`src/rtl/mips_pkg.sv`:
```
// Shared definitions for the MIPS hazard/forwarding control slice.
package mips_pkg;

  localparam int REG_AW_PKG = 5;

  localparam logic [5:0] OP_RTYPE = 6'b000000;
  localparam logic [5:0] OP_LW    = 6'b100011;
  localparam logic [5:0] OP_SW    = 6'b101011;
  localparam logic [5:0] OP_BEQ   = 6'b000100;
  localparam logic [5:0] OP_BNE   = 6'b000101;
  localparam logic [5:0] OP_J     = 6'b000010;
  localparam logic [2:0] OP_IMM_PREFIX = 3'b001;

  localparam logic [1:0] FWD_RF    = 2'b00;
  localparam logic [1:0] FWD_EXMEM = 2'b01;
  localparam logic [1:0] FWD_MEMWB = 2'b10;

  typedef enum logic [1:0] {
    ST_RUN,
    ST_LDSTALL,
    ST_MWAIT
  } state_t;

  typedef struct packed {
    logic                  valid;
    logic [REG_AW_PKG-1:0] dest;
    logic                  is_load;
  } sb_entry_t;

endpackage

```
`src/rtl/ins_reg_decode.sv`:
```
// Register-usage decode of the instruction held in ID.
module ins_reg_decode
  import mips_pkg::*;
#(
  parameter int REG_AW = 5
) (
  input  logic [31:0]       ins,
  input  logic              ins_valid,
  output logic              writes,
  output logic [REG_AW-1:0] dest,
  output logic              is_load,
  output logic              uses_rs,
  output logic              uses_rt
);

  logic [5:0]        opcode;
  logic [REG_AW-1:0] rt;
  logic [REG_AW-1:0] rd;
  logic              unused_bits;

  assign opcode      = ins[31:26];
  assign rt          = ins[16 +: REG_AW];
  assign rd          = ins[11 +: REG_AW];
  assign unused_bits = ^{ins[25:21], ins[10:0]};

  // Classify the opcode; a write to r0 is no write at all.
  always_comb begin
    writes  = 1'b0;
    dest    = '0;
    is_load = 1'b0;
    uses_rs = 1'b0;
    uses_rt = 1'b0;
    if (ins_valid) begin
      if (opcode == OP_RTYPE) begin
        writes  = 1'b1;
        dest    = rd;
        uses_rs = 1'b1;
        uses_rt = 1'b1;
      end else if (opcode[5:3] == OP_IMM_PREFIX) begin
        writes  = 1'b1;
        dest    = rt;
        uses_rs = 1'b1;
      end else if (opcode == OP_LW) begin
        writes  = 1'b1;
        dest    = rt;
        is_load = 1'b1;
        uses_rs = 1'b1;
      end else if (opcode == OP_SW || opcode == OP_BEQ || opcode == OP_BNE) begin
        uses_rs = 1'b1;
        uses_rt = 1'b1;
      end
    end
    if (dest == '0) begin
      writes  = 1'b0;
      is_load = 1'b0;
    end
  end

endmodule

```
`src/rtl/hazard_forward_ctrl.sv`:
```
// Hazard and forwarding controller: scoreboard of EX/MEM/WB destinations,
// registered EX operand selects, stall/flush sequencing and stall counter.
module hazard_forward_ctrl
  import mips_pkg::*;
#(
  parameter int REG_AW = 5,
  parameter int CNT_W  = 16
) (
  input  logic             clk,
  input  logic             reset,
  input  logic [31:0]      ins,
  input  logic             ins_valid,
  input  logic             branch_taken,
  input  logic             mem_ready,
  output logic             pc_en,
  output logic             ifid_en,
  output logic             flush_ifid,
  output logic             idex_bubble,
  output logic             pipe_en,
  output logic [1:0]       mux_sel_A,
  output logic [1:0]       mux_sel_B,
  output logic [CNT_W-1:0] stall_count
);

  logic              dec_writes;
  logic [REG_AW-1:0] dec_dest;
  logic              dec_is_load;
  logic              dec_uses_rs;
  logic              dec_uses_rt;
  logic [REG_AW-1:0] rs;
  logic [REG_AW-1:0] rt;
  logic              use_a;
  logic              use_b;
  logic              is_jump;
  logic              load_use;
  sb_entry_t         sb_ex;
  sb_entry_t         sb_mem;
  sb_entry_t         sb_wb;
  logic              unused_wb;
  state_t            state;
  state_t            ret_state;
  state_t            eff_state;
  state_t            next_state;

  ins_reg_decode #(.REG_AW(REG_AW)) u_decode (
    .ins       (ins),
    .ins_valid (ins_valid),
    .writes    (dec_writes),
    .dest      (dec_dest),
    .is_load   (dec_is_load),
    .uses_rs   (dec_uses_rs),
    .uses_rt   (dec_uses_rt)
  );

  assign rs        = ins[21 +: REG_AW];
  assign rt        = ins[16 +: REG_AW];
  assign use_a     = dec_uses_rs && (rs != '0);
  assign use_b     = dec_uses_rt && (rt != '0);
  assign is_jump   = ins_valid && (ins[31:26] == OP_J);
  assign unused_wb = ^sb_wb;

  assign load_use = sb_ex.valid && sb_ex.is_load &&
                    ((use_a && (rs == sb_ex.dest)) || (use_b && (rt == sb_ex.dest)));

  // While frozen in MWAIT the pipe behaves as the state it was frozen in.
  assign eff_state = (state == ST_MWAIT) ? ret_state : state;

  function automatic logic [1:0] fwd_sel(input logic used, input logic [REG_AW-1:0] src,
                                         input sb_entry_t ex, input sb_entry_t mem);
    if (!used)                                       return FWD_RF;
    if (ex.valid && ex.dest == src && !ex.is_load)   return FWD_EXMEM;
    if (mem.valid && mem.dest == src)                return FWD_MEMWB;
    return FWD_RF;
  endfunction

  // Next state and pipeline control, highest-priority event first.
  always_comb begin
    next_state  = eff_state;
    pc_en       = 1'b1;
    ifid_en     = 1'b1;
    pipe_en     = 1'b1;
    flush_ifid  = 1'b0;
    idex_bubble = 1'b0;
    if (reset) begin
      pc_en       = 1'b0;
      ifid_en     = 1'b0;
      pipe_en     = 1'b0;
      flush_ifid  = 1'b1;
      idex_bubble = 1'b1;
      next_state  = ST_RUN;
    end else if (!mem_ready) begin
      pc_en      = 1'b0;
      ifid_en    = 1'b0;
      pipe_en    = 1'b0;
      next_state = ST_MWAIT;
    end else if (branch_taken) begin
      flush_ifid  = 1'b1;
      idex_bubble = 1'b1;
      next_state  = ST_RUN;
    end else if (eff_state == ST_RUN && load_use) begin
      pc_en       = 1'b0;
      ifid_en     = 1'b0;
      idex_bubble = 1'b1;
      next_state  = ST_LDSTALL;
    end else begin
      flush_ifid = is_jump;
      next_state = ST_RUN;
    end
  end

  // State register; remember where to resume when a memory wait begins.
  always_ff @(posedge clk) begin
    if (reset) begin
      state     <= ST_RUN;
      ret_state <= ST_RUN;
    end else begin
      state <= next_state;
      if (!mem_ready) ret_state <= eff_state;
    end
  end

  // ---- ID/EX boundary: scoreboard shift and forwarding selects ----
  always_ff @(posedge clk) begin
    if (reset) begin
      sb_ex     <= '0;
      sb_mem    <= '0;
      sb_wb     <= '0;
      mux_sel_A <= FWD_RF;
      mux_sel_B <= FWD_RF;
    end else if (pipe_en) begin
      sb_wb  <= sb_mem;
      sb_mem <= sb_ex;
      if (idex_bubble) begin
        sb_ex     <= '0;
        mux_sel_A <= FWD_RF;
        mux_sel_B <= FWD_RF;
      end else begin
        sb_ex     <= '{valid: dec_writes, dest: dec_dest, is_load: dec_is_load};
        mux_sel_A <= fwd_sel(use_a, rs, sb_ex, sb_mem);
        mux_sel_B <= fwd_sel(use_b, rt, sb_ex, sb_mem);
      end
    end
  end

  // Saturating count of cycles in which the PC did not advance.
  always_ff @(posedge clk) begin
    if (reset) begin
      stall_count <= '0;
    end else if (!pc_en && !(&stall_count)) begin
      stall_count <= stall_count + CNT_W'(1);
    end
  end

endmodule

```
`config.mk`:
```
export PLATFORM = sky130hd
export DESIGN_NAME = hazard_forward_ctrl
export DESIGN_NICKNAME = d
export VERILOG_FILES = /design/src/rtl/mips_pkg.sv /design/src/rtl/ins_reg_decode.sv /design/src/rtl/hazard_forward_ctrl.sv
export SDC_FILE = /design/constraint.sdc
export NUM_CORES = 1
export LEC_CHECK = 0
export BUFFER_PORTS_ARGS = -buffer_cell sky130_fd_sc_hd__buf_2
export CAP_MARGIN = 20
export CORE_ASPECT_RATIO = 0.9
export CORE_MARGIN = 3
export CORE_UTILIZATION = 35
export CTS_CLUSTER_DIAMETER = 60
export DETAILED_ROUTE_END_ITERATION = 12
export HOLD_SLACK_MARGIN = 0.03
export SYNTH_ARGS = -nofsm -noshare
export SYNTH_HDL_FRONTEND = slang
export SYNTH_HIERARCHICAL = 1
export SYNTH_SLANG_ARGS = --single-unit
```
`constraint.sdc`:
```
create_clock -name clk -period 4.7 [get_ports clk]
set_input_delay 0.235 -clock clk [delete_from_list [all_inputs] [get_ports clk]]
set_output_delay 0.235 -clock clk [all_outputs]
set_load 0.01 [all_outputs]
```
* After elaboration in Yosys (flattened, before gate mapping)
Index checks and enable logic that the tools add are counted.
Cells by class: add/sub/neg operators 1, equal/unequal tests 13, multiplexer cells 85, bitwise gates (word level) 1, reductions and logical operators 28
Operators with widths (number):
- $mux W1 | 64
- $mux W2 | 16
- $eq A5 B5 Y1 | 6
- $mux W5 | 4
- $add A16 B1 Y16 const B | 1
- $reduce_and A16 Y1 | 1
- $logic_and A1 B1 Y1 | 15
- $eq A6 B3 Y1 const B | 2
- $eq A6 B6 Y1 const B | 2
- $reduce_bool A5 Y1 | 2
- $mux W7 | 1
- $eq A6 B2 Y1 const B | 1
- $logic_not A6 Y1 | 1
- $logic_not A5 Y1 | 1
- $eq A3 B1 Y1 const B | 1
- $logic_not A1 Y1 | 3
- $logic_or A1 B1 Y1 | 3
- $reduce_or A3 Y1 | 1
- $eq A2 B2 Y1 const B | 1
- $logic_not A2 Y1 | 1
- $not A1 Y1 | 1
Storage, ports and cells: register bits 37, input port bits 37, output and inout bits 25, logic and storage cells 139

* Logic depth before layout (Yosys ltp)
depth in word-level cells 33, gate-level depth with buffers 11, mapped depth without buffers 10

* By module
The synthesis kept the hierarchy.
Modules (own cells, without submodules):
- hazard_forward_ctrl | times used 1, cells each 218, area each 1928.1 um2, sequential area each 740.7 um2
- ins_reg_decode | times used 1, cells each 38, area each 216.5 um2, sequential area each 0.0 um2

* Worst setup path before layout
OpenSTA, ideal clock, no wires.
path type input port to flip-flop, from input ins[28], to register stall_count[7], setup time 121 ps, arrival time 2262 ps, required time 4579 ps, path slack 2318 ps, stages on the path 11, buffers on the path 1, path through and2b_1 > nor2_1 > o21bai_1 > a21oi_1 > o21ai_1 > or4_1 > nand3_2 > inv_2 > buf_6 > nor4b_1 > mux2_2
On the way: cells in the longest elaborated chain, start to end 19, elaborated cells on any way between the ends 29, classes of those cells eq/ne (4); mux (13); reduce/logical (12)
RTL lines:
- from (decl) | line hazard_forward_ctrl.sv:11 | input logic [31:0] ins,
- $eq A6 B6 Y1 or $eq A6 B3 Y1 (tied branches) | line ins_reg_decode.sv:48 | end else if (opcode == OP_SW || opcode == OP_BEQ || opcode == OP_BNE) begin
- $logic_or A1 B1 Y1 (2 in a row) | line ins_reg_decode.sv:48
- $mux W1 | line ins_reg_decode.sv:48
- $mux W1 | line ins_reg_decode.sv:43 | end else if (opcode == OP_LW) begin
- $mux W1 | line ins_reg_decode.sv:39 | end else if (opcode[5:3] == OP_IMM_PREFIX) begin
- $mux W1 (*) | line ins_reg_decode.sv:34 | if (opcode == OP_RTYPE) begin
- $mux W1 (*) | line ins_reg_decode.sv:33 | if (ins_valid) begin
- named net dec_uses_rs | line hazard_forward_ctrl.sv:28 | logic dec_uses_rs;
- [3 not listed]
- $logic_and A1 B1 Y1 (*) | line hazard_forward_ctrl.sv:62 | assign load_use = sb_ex.valid && sb_ex.is_load &&
- $logic_and A1 B1 Y1 (*) | line hazard_forward_ctrl.sv:100 | end else if (eff_state == ST_RUN && load_use) begin
- $mux W1 (*) | line hazard_forward_ctrl.sv:100
- $mux W1 (*) | line hazard_forward_ctrl.sv:96 | end else if (branch_taken) begin
- $mux W1 (*) | line hazard_forward_ctrl.sv:91 | end else if (!mem_ready) begin
- $mux W1 (*) | line hazard_forward_ctrl.sv:84 | if (reset) begin
- $logic_not A1 Y1 (*) | line hazard_forward_ctrl.sv:149 | end else if (!pc_en && !(&stall_count)) begin
- $logic_and A1 B1 Y1 (*) | line hazard_forward_ctrl.sv:149
- to (signal assigned) | line hazard_forward_ctrl.sv:150 | stall_count <= stall_count + CNT_W'(1);
- to (decl) | line hazard_forward_ctrl.sv:22 | output logic [CNT_W-1:0] stall_count
The timed path passes the listed nets; every way through them passes the cells marked *. A chain may end at the register's enable or synchronous reset.

* Worst setup path in the final report
from input ins[28], to register stall_count[7]
On the way: cells in the longest elaborated chain, start to end 19, elaborated cells on any way between the ends 29, classes of those cells eq/ne (4); mux (13); reduce/logical (12)
RTL lines:
- $eq A6 B6 Y1 or $eq A6 B3 Y1 (tied branches) | line ins_reg_decode.sv:48
- $logic_or A1 B1 Y1 (2 in a row) | line ins_reg_decode.sv:48
- $mux W1 | line ins_reg_decode.sv:48
- $mux W1 | line ins_reg_decode.sv:43
- $mux W1 | line ins_reg_decode.sv:39
- $mux W1 (*) | line ins_reg_decode.sv:34
- $mux W1 (*) | line ins_reg_decode.sv:33
- named net dec_uses_rt | line hazard_forward_ctrl.sv:29 | logic dec_uses_rt;
- [3 not listed]
- $logic_and A1 B1 Y1 (*) | line hazard_forward_ctrl.sv:62
- $logic_and A1 B1 Y1 (*) | line hazard_forward_ctrl.sv:100
- $mux W1 (*) | line hazard_forward_ctrl.sv:100
- $mux W1 (*) | line hazard_forward_ctrl.sv:96
- $mux W1 (*) | line hazard_forward_ctrl.sv:91
- $mux W1 (*) | line hazard_forward_ctrl.sv:84
- $logic_not A1 Y1 (*) | line hazard_forward_ctrl.sv:149
- $logic_and A1 B1 Y1 (*) | line hazard_forward_ctrl.sv:149
Marks and branches as above.

==> PnR_summary.wiki <==
{| class="wikitable"
! Metric !! Value
|-
| Remaining design rule violation count || 0
|-
| Final Critical Period || 2.448 ns
|-
| Detailed-route vias per instance || 5.475
|-
| Crit-path max FO || 23
|-
| Yosys warning count || 6
|-
| Portion of the clock cycle consumed by the worst path in the final layout || 52.09%
|-
| Nature of the critical path startpoint || primary input
|-
| Routed wire length per instance || 14.39 um
|-
| Buffers & Inverters on Critical Path || 2
|-
| Leak pwr || 0.001014 uW
|-
| Maximum level of the CTS H-tree || 2
|-
| Pre-antenna DRT Iters || 4
|-
| Number of enable flip-flop cells after synthesis || 0
|-
| RD Place Congestion || 0.8427
|-
| Gr ovfl total || 0
|-
| Total stage count of the critical path || 10
|-
| Worst endpoint data arrival time || 2.62 ns
|-
| Die Wd || 88.51 um
|-
| Clock tree from TritonCTS || done
|-
| Antenna violations before repair || 0
|-
| Row count || 26
|-
| Depth of the worst hold-timing path || 4
|-
| Adder-cell area share of the yosys netlist || 0.5834%
|-
| Largest net degree at the start of global routing || 36
|-
| Slowest stage cell on the critical path || sky130_fd_sc_hd__or4_1
|-
| Synth Net Count || 294
|-
| Area added between synthesis and finish || 17.79%
|-
| Share of the yosys chip area belonging to registers || 34.54%
|-
| Number of different library cells in the post-synthesis netlist || 53
|-
| Initial DRC Count || 89
|-
| Number of sinks handled by clock tree synthesis || 37
|-
| Die Outline Area || 7104 um^2
|-
| Initial cell density of the core || 37.04%
|-
| Worst Skew || 0.01384 ns
|-
| Setup bufs post-CTS || 0
|-
| Mapped Avg Cell Area || 8.377 um^2
|-
| Endpoint class of the critical path || flop
|-
| Flops & latches, synth || 37
|-
| Cell family contributing the most delay on the critical path || simple AND/OR/NAND/NOR gates
|-
| Final Net Count || 340
|-
| Run status || finished, final reports clean
|-
| Number of nets still failing antenna checks after routing || 0
|-
| RSZ-0062 raised after global routing || no
|-
| Max-slew violation total from the final report || 0
|-
| Half-perimeter wire length after placement || 4.020 mm
|-
| Critical path data required time || 4.87 ns
|-
| Number of diodes || 0
|-
| First-pass GRT wire length || 8.790 mm
|-
| Compound-Gate Fraction of Synth Area || 16.63%
|-
| CTS root buf || sky130_fd_sc_hd__clkbuf_8
|-
| Xor/xnor cell area share of the yosys netlist || 8.168%
|-
| Final number of hold-violating endpoints || 0
|-
| Global router's overall resource usage || 15.45%
|-
| Worst ir drop on vdd || 0.0001231 V
|-
| Layout cell share with drive strength beyond 1 || 24.75%
|-
| Slew HR || 48.51%
|-
| Non-filler instance count after layout || 373
|-
| CTS clock-pin slew for the worst setup and hold paths || 0.08 ns
|-
| Fraction of synthesized area in multiplexers || 6.476%
|-
| Number of cells traversed by the worst register-to-register path || 7
|-
| Dominant combinational cell family by area after synthesis || simple AND/OR/NAND/NOR gates
|-
| Most used flip-flop cell after synthesis || sky130_fd_sc_hd__dfxtp_1
|-
| Setup tns final || 0 ns
|-
| Number of global-route vias before repair || 1792
|-
| Post-synthesis instance total || 256
|-
| Ys async rst share || 0%
|-
| Area of the core region || 5791 um^2
|-
| Post-cts resize count || 0
|-
| Top Ports || 62
|-
| Power per cell area || 249.2 nW/um^2
|-
| Cell-by-cell trace of the critical path || buf_2, and2b_1, nand4_1, a21oi_1, o21ai_1, or4_1, nand3_2, inv_2, nor4b_1, mux2_2
|-
| Post-placement cell count || 365
|-
| Buffers added on ports || 50
|-
| Achievable clock frequency || 408.5 MHz
|-
| Worst Max-Slew Pin Slew || 0.7696 ns
|-
| Type of the worst setup path || primary input to flop
|-
| Biggest cell delay along the critical path || 0.56 ns
|-
| Worst-case clock buffer depth || 2
|-
| Clock network latency to the later pin of the worst-skew pair || 0.29 ns
|-
| Total via count in the routed design || 2042
|-
| Most frequent standard cell in the layout excluding fill and tap cells || sky130_fd_sc_hd__buf_2
|-
| Path category of the worst min-delay check || primary input to flop
|-
| Simple-gate area share of the yosys netlist || 29.93%
|-
| Final setup violation count || 0
|-
| Post-cts hold buffer count || 0
|-
| CTS Buf Count || 5
|-
| Most frequent cells in the layout || 50 x sky130_fd_sc_hd__buf_2, 37 x sky130_fd_sc_hd__dfxtp_1, 25 x sky130_fd_sc_hd__nor2_1, 20 x sky130_fd_sc_hd__nand2_1, 12 x sky130_fd_sc_hd__nand3_1
|-
| Reported max-cap violation count || 0
|-
| Post-Route WL || 5.366 mm
|-
| Mapped cell area || 2145 um^2
|-
| Die Y-Extent || 80.26 um
|}
worst reg2reg max path, stage by stage (launching register included):
cell,delay [ns]
sky130_fd_sc_hd__dfxtp_1,0.31
sky130_fd_sc_hd__o21ai_0,0.28
sky130_fd_sc_hd__nand4_1,0.22
sky130_fd_sc_hd__or4_1,0.47
sky130_fd_sc_hd__nand3_2,0.15
sky130_fd_sc_hd__inv_2,0.17
sky130_fd_sc_hd__nor4b_1,0.37
sky130_fd_sc_hd__mux2_2,0.37
report_power, final:
group / total (uW) / switching (uW) / internal, uW
Clock: 239 / 120 / 119
Combinational: 70.7 / 42.9 / 27.8
Sequential: 320 / 3.52 / 316
Total: 629 / 166 / 463
final timing paths:
path                    end          from  slack, ns
max          stall_count[7]       ins[28]       2.25
min                state[0]  branch_taken       0.36
max reg2reg  stall_count[7]  ret_state[0]       2.26
min reg2reg    ret_state[1]  ret_state[1]       0.47
cell families (layout without fill, tap and decap cells):
group	count (synthesis)	after routing
flops	37	37
simple gates	116	116
fa+ha+maj	1	1
compound gates	51	51
xor+xnor	20	20
buf+inv	18	65
mux	13	13
synthesized netlist by cell type (all sizes together) (5+ instances only):
master	n	area (um^2)
a21oi	11	55.05
a22o	7	61.31
clkbuf	8	30.03
dfxtp	37	740.7
inv	7	26.27
mux2	7	78.83
mux2i	6	60.06
nand2	21	81.33
nand3	13	70.07
nor2	25	93.84
nor2b	8	50.05
nor3	8	45.04
nor4	6	37.54
o21ai	9	45.04
o22ai	5	31.28
or4	12	93.84
xnor2	10	87.58
xor2	10	87.58
through the flow:
step,setup slack [ns],instance area (um^2),power [uW],utilization (%),hold slack [ns]
after floorplan,2.318,2145,368.1,-,0.4268
after global placement,1.991,2430,397.1,41.96,0.4399
after detailed placement,1.964,2430,397.8,41.96,0.4401
after CTS,2.263,2526,635.2,43.63,0.3472
after global routing,2.109,2526,657.6,43.63,0.3839
final,2.252,2526,629.5,43.63,0.3617
area by class of cell:
| cell class | count | area [um^2] |
|---|---|---|
| Fill cell | 605 | 3264 |
| Clock inverter | 2 | 13.76 |
| Clock buffer | 6 | 82.58 |
| Multi-Input combinational cell | 201 | 1325 |
| Inverter | 7 | 26.28 |
| Timing Repair Buffer | 50 | 250.2 |
| Sequential cell | 37 | 740.7 |
| Tap cell | 70 | 87.58 |
per-layer routing:
metal  track usage (%)  wire (um)  vias up
met5                 0          0        -
met4             3.172         24        0
met3             3.487        204        2
met2             21.82       2310       38
met1             23.56       2826      973
li1                  -          -     1029
flip-flops by register name (all words and copies together) (netlist names):
signal / count
mux_sel_A: 2
mux_sel_B: 2
ret_state: 2
sb_ex: 7
sb_mem: 6
stall_count: 16
state: 2
No activity file was read; power rests on OpenSTA's default activity.
